**src/rtl/bf2_bundle_serializer.sv**
```systemverilog
// bf2_bundle_serializer: ping-pong buffer turning DEPTH-lane complex bundles into a serial sample stream
module bf2_bundle_serializer #(
  parameter int WIDTH  = 10,
  parameter int DEPTH  = 16,
  parameter int BITREV = 0
) (
  input  logic                           clk,
  input  logic                           rst,
  input  logic                           in_valid,
  output logic                           in_ready,
  input  logic signed [WIDTH-1:0]        in_R [DEPTH],
  input  logic signed [WIDTH-1:0]        in_Q [DEPTH],
  output logic                           out_valid,
  input  logic                           out_ready,
  output logic signed [WIDTH-1:0]        out_R,
  output logic signed [WIDTH-1:0]        out_Q,
  output logic [$clog2(DEPTH)-1:0]       out_idx,
  output logic                           out_last,
  output logic                           ovf
);
  localparam int AW = $clog2(DEPTH);
  logic signed [WIDTH-1:0] mem_r [2][DEPTH];
  logic signed [WIDTH-1:0] mem_q [2][DEPTH];
  logic [1:0]    full;
  logic          wp, rp, wr, rd;
  logic [AW-1:0] cnt, rev;
  assign in_ready = ~&full;
  always_comb begin
    rev = '0;
    for (int i = 0; i < AW; i++) rev[i] = cnt[AW-1-i];
    wr        = in_valid && in_ready;
    out_valid = full[rp];
    out_last  = out_valid && (cnt == AW'(DEPTH-1));
    rd        = out_valid && out_ready;
    out_idx   = (BITREV != 0) ? rev : cnt;
    out_R     = out_valid ? mem_r[rp][out_idx] : '0;
    out_Q     = out_valid ? mem_q[rp][out_idx] : '0;
  end
  // a write targets the empty slot and a final read frees the other, so both may update on one edge
  always_ff @(posedge clk or posedge rst) begin
    if (rst) begin
      full <= '0;
      wp   <= 1'b0;
      rp   <= 1'b0;
      cnt  <= '0;
      ovf  <= 1'b0;
      for (int s = 0; s < 2; s++)
        for (int k = 0; k < DEPTH; k++) begin
          mem_r[s][k] <= '0;
          mem_q[s][k] <= '0;
        end
    end else begin
      if (in_valid && !in_ready) ovf <= 1'b1;
      if (wr) begin
        for (int k = 0; k < DEPTH; k++) begin
          mem_r[wp][k] <= in_R[k];
          mem_q[wp][k] <= in_Q[k];
        end
        full[wp] <= 1'b1;
        wp       <= ~wp;
      end
      if (rd) begin
        cnt <= out_last ? '0 : cnt + AW'(1);
        if (out_last) begin
          full[rp] <= 1'b0;
          rp       <= ~rp;
        end
      end
    end
  end
endmodule

```
**config.mk**
```make
export PLATFORM = sky130hd
export DESIGN_NAME = bf2_bundle_serializer
export DESIGN_NICKNAME = d
export VERILOG_FILES = /design/src/rtl/bf2_bundle_serializer.sv
export SDC_FILE = /design/constraint.sdc
export NUM_CORES = 1
export LEC_CHECK = 0
export BUFFER_PORTS_ARGS = -buffer_cell sky130_fd_sc_hd__buf_2
export CAP_MARGIN = 20
export CORE_MARGIN = 2
export CORE_UTILIZATION = 43
export CTS_CLUSTER_SIZE = 28
export DETAILED_ROUTE_END_ITERATION = 10
export HOLD_SLACK_MARGIN = 0.06
export PLACE_DENSITY = 0.6
export REMOVE_ABC_BUFFERS = 1
export SLEW_MARGIN = 20
export SYNTH_ARGS = -nofsm -noshare
export SYNTH_HDL_FRONTEND = slang
export SYNTH_SLANG_ARGS = --single-unit
```
**constraint.sdc**
```tcl
create_clock -name clk -period 36.5 [get_ports clk]
set_input_delay 5.475 -clock clk [delete_from_list [all_inputs] [get_ports clk]]
set_output_delay 5.475 -clock clk [all_outputs]
set_load 0.02 [all_outputs]
```
==> run metrics <==
worst min-delay path startpoint ovf$_DFFE_PP0P_; Routed Antenna Nets 0; clock-pin slew of the registers on the worst-case setup and hold paths 0.06 ns; number of pins with negative max-slew slack in the final report 0; detailed placer's ending HPWL approximately 48000 um; most common cell after layout, fill and taps aside mux2_2; most used cells in the layout excluding fill and tap cells mux2_2 (662), dfrtp_1 (645), buf_2 (351); end-of-flow core utilization around half; number of max-cap violations 0; deepest clock path buffer count 3; DR WL/cell 23.8 um; first-pass GRT wire length 116000 um; number of buffers inserted during clock tree synthesis 72; Worst path slowest cell dfrtp_4; class of the tightest hold or removal check register to register; worst flop-to-flop path startpoint full[0]$_DFF_PP0_; unrepaired setup endpoints after global routing no; overall die area between 70000 and 80000 um2; DRT Pass-1 Iters 4; Post-Syn Instances 1929; chain of cells forming the critical path buf_4 -> buf_4 -> mux2i_1 -> a221oi_1 -> o21ai_1 -> a221oi_2 -> buf_2; register area share after synthesis between 50 and 60%; sink count of the clock tree 649; number of failing setup endpoints in the final timing report 0; remaining max-slew budget at the tightest pin around a quarter; IR drop worst, VDD around 0.055 mV; launching element type of the critical path register; largest net degree at the start of global routing 188; number of buffers inserted to repair setup after CTS 0; placeable core region between 60000 and 70000 um2; post-place setup slack 26.43 ns; yosys synthesis warning count 0; chip height 266 um; drt initial violations 1144; Rows 96; effective utilization at floorplan a little over two fifths; aggregate global routing overflow 0; top cell type's share of synthesized area 54.9%; top cells by area in the synthesized netlist dfrtp_1 (55%), mux2_2 (25%), mux2i_1 (5.5%); share of final-layout standard cells stronger than drive strength 1 55.0%; Netlist Area Pre-Place 29600 um2; register bit total from synthesis 649; worst path setup slack after routing roughly 26 ns; aggregate global-route resource usage between 20% and 30%; number of gates resized after cts 0; die width 266 um; library cell appearing most often on the critical path buf_4; count of buffers inserted at the top-level ports 351; hold buffer count at CTS 0; CTS tree built; worst stage delay on the critical path ~1.1 ns; status finished, final reports clean; arrival time of data at the critical path endpoint around 4.6 ns; worst setup path class register to output port; power per cell area 96.7 nW/um2; WP buf/inv 3; Hold Fails Final Rpt 0; DP Cell Count 3045; synthesis-to-layout area growth 16.6%; post-detailed-route DRC marker count 0; required time at the worst-slack endpoint 31.02 ns; deepest level of the CTS H-tree 3; ratio of routed vias to standard cells 5.55; cell family contributing the most delay on the critical path buffers and inverters; Leak 15.2 nW; Final Instance Count excl. Fillers 3188; IO Pins 352; total vias in the final route ~18000; cell at the root of the clock tree clkbuf_16; CP Capture Type output port; clock latency reported for the late side of the worst-skew pair 0.60 ns; Worst Skew 0.0187 ns; transition at the pin with the smallest max-transition slack roughly 1.1 ns; crit share post-route 27.7%; Detailed Route WL 76000 um; crit path max fanout between 50 and 60; CP Launch Point out_idx[0]$_DFFE_PP0P_; final sum of negative setup slack 0 ns; antenna violations before repair 26; filler instances between 5000 and 6000; vias in the first global route 19275; Synth Area per Inst between 15 and 20 um2; cell taking the most area after synthesis dfrtp_1; post-layout min period 10.11 ns; net total in the final layout 2562; count of unique library cells instantiated by Yosys 31; Fmax achieved 98.9 MHz; Final GP Congestion 0.739
[per-stage QoR]
step / instance area, um2 / hold slack, ns / power [mW]
2_1_floorplan: 28700 / 0.471 / 2.42
3_3_place_gp: 31900 / 0.453 / 2.55
3_5_place_dp: 31900 / 0.458 / 2.61
4_1_cts: 34400 / 0.484 / 3.38
5_1_grt: 34500 / 0.504 / 3.53
6_report: 34500 / 0.481 / 3.33
[cell type report]
type                            instances  area, um2  area share, %
Clock buffer                          109       2180           6.34
Sequential cell                       649      16300           47.2
Multi-Input combinational cell       1133      12600           36.4
Tap cell                              882       1100           3.20
Clock inverter                         22        297          0.860
Inverter                                3       18.8         0.0545
Timing Repair Buffer                  378       2020           5.85
Antenna cell                           12       30.0         0.0871
[flip-flops by register name, indices dropped and copies added (netlist names)]
register  count
mem_r       320
out_idx       4
rp            1
mem_q       320
ovf           1
wp            1
full          2
[cell families (layout without fill, tap and decap cells)]
kind of cell               after synthesis  in the layout  share of synthesized area [%]
muxes                                  903            903                           36.9
adders and majority gates                1              1                         0.0423
other                                    0             12                              0
AOI/OAI and AO/OA                      167            167                           4.33
xor gates and xnor gates                 3              3                         0.0889
buffers and inverters                  147            512                           2.87
DFF                                    649            649                           54.9
and+or+nand+nor                         59             59                          0.821
[where the power goes]
group / switching, mW / internal [mW] / leakage (nW) / total (mW)
Combinational: 0.572 / 0.701 / 6.17 / 1.27
Sequential: 0.224 / 1.08 / 7.82 / 1.31
Clock: 0.292 / 0.463 / 1.23 / 0.755
Total: 1.09 / 2.25 / 15.2 / 3.33
[final timing paths]
kind,endpoint,slack (ns),cells after the start
setup / recovery,out_Q[9],26.39,7
hold / removal,ovf$_DFFE_PP0P_,0.48,1
setup reg to reg,mem_r[259]$_DFFE_PP0P_,32.42,7
hold reg to reg,ovf$_DFFE_PP0P_,0.48,1
max in group asynchronous,mem_q[214]$_DFFE_PP0P_,27.90,6
min in group asynchronous,mem_r[305]$_DFFE_PP0P_,5.04,2
[worst reg2reg max path, delay by kind of cell (launching register included)]
kind | cells | cell delay, ns
buffers and inverters | 3 | 2.42
AND/OR/NAND/NOR | 3 | 0.59
multiplexers | 1 | 0.50
flip-flops | 1 | 0.44
[synthesized netlist by cell type (all sizes together)]
master / number
a21oi: 42
a221oi: 40
a22oi: 20
a31o: 1
a31oi: 21
and2: 1
buf: 105
clkbuf: 39
dfrtp: 649
ha: 1
inv: 3
mux2: 662
mux2i: 161
mux4: 80
nand2: 44
nand3: 4
nand3b: 1
nor2: 5
nor2b: 4
o21ai: 20
o221ai: 20
o22a: 1
o31ai: 2
xnor2: 3
[layer usage]
metal,wire (um),GRT usage (%),part of all wire (%)
met3,3520,4.49,4.6
met5,150,0,0.20
met2,37300,35.2,49
met4,1460,6.97,1.9
met1,33600,28.7,44
(Power assumes the default switching activity.)
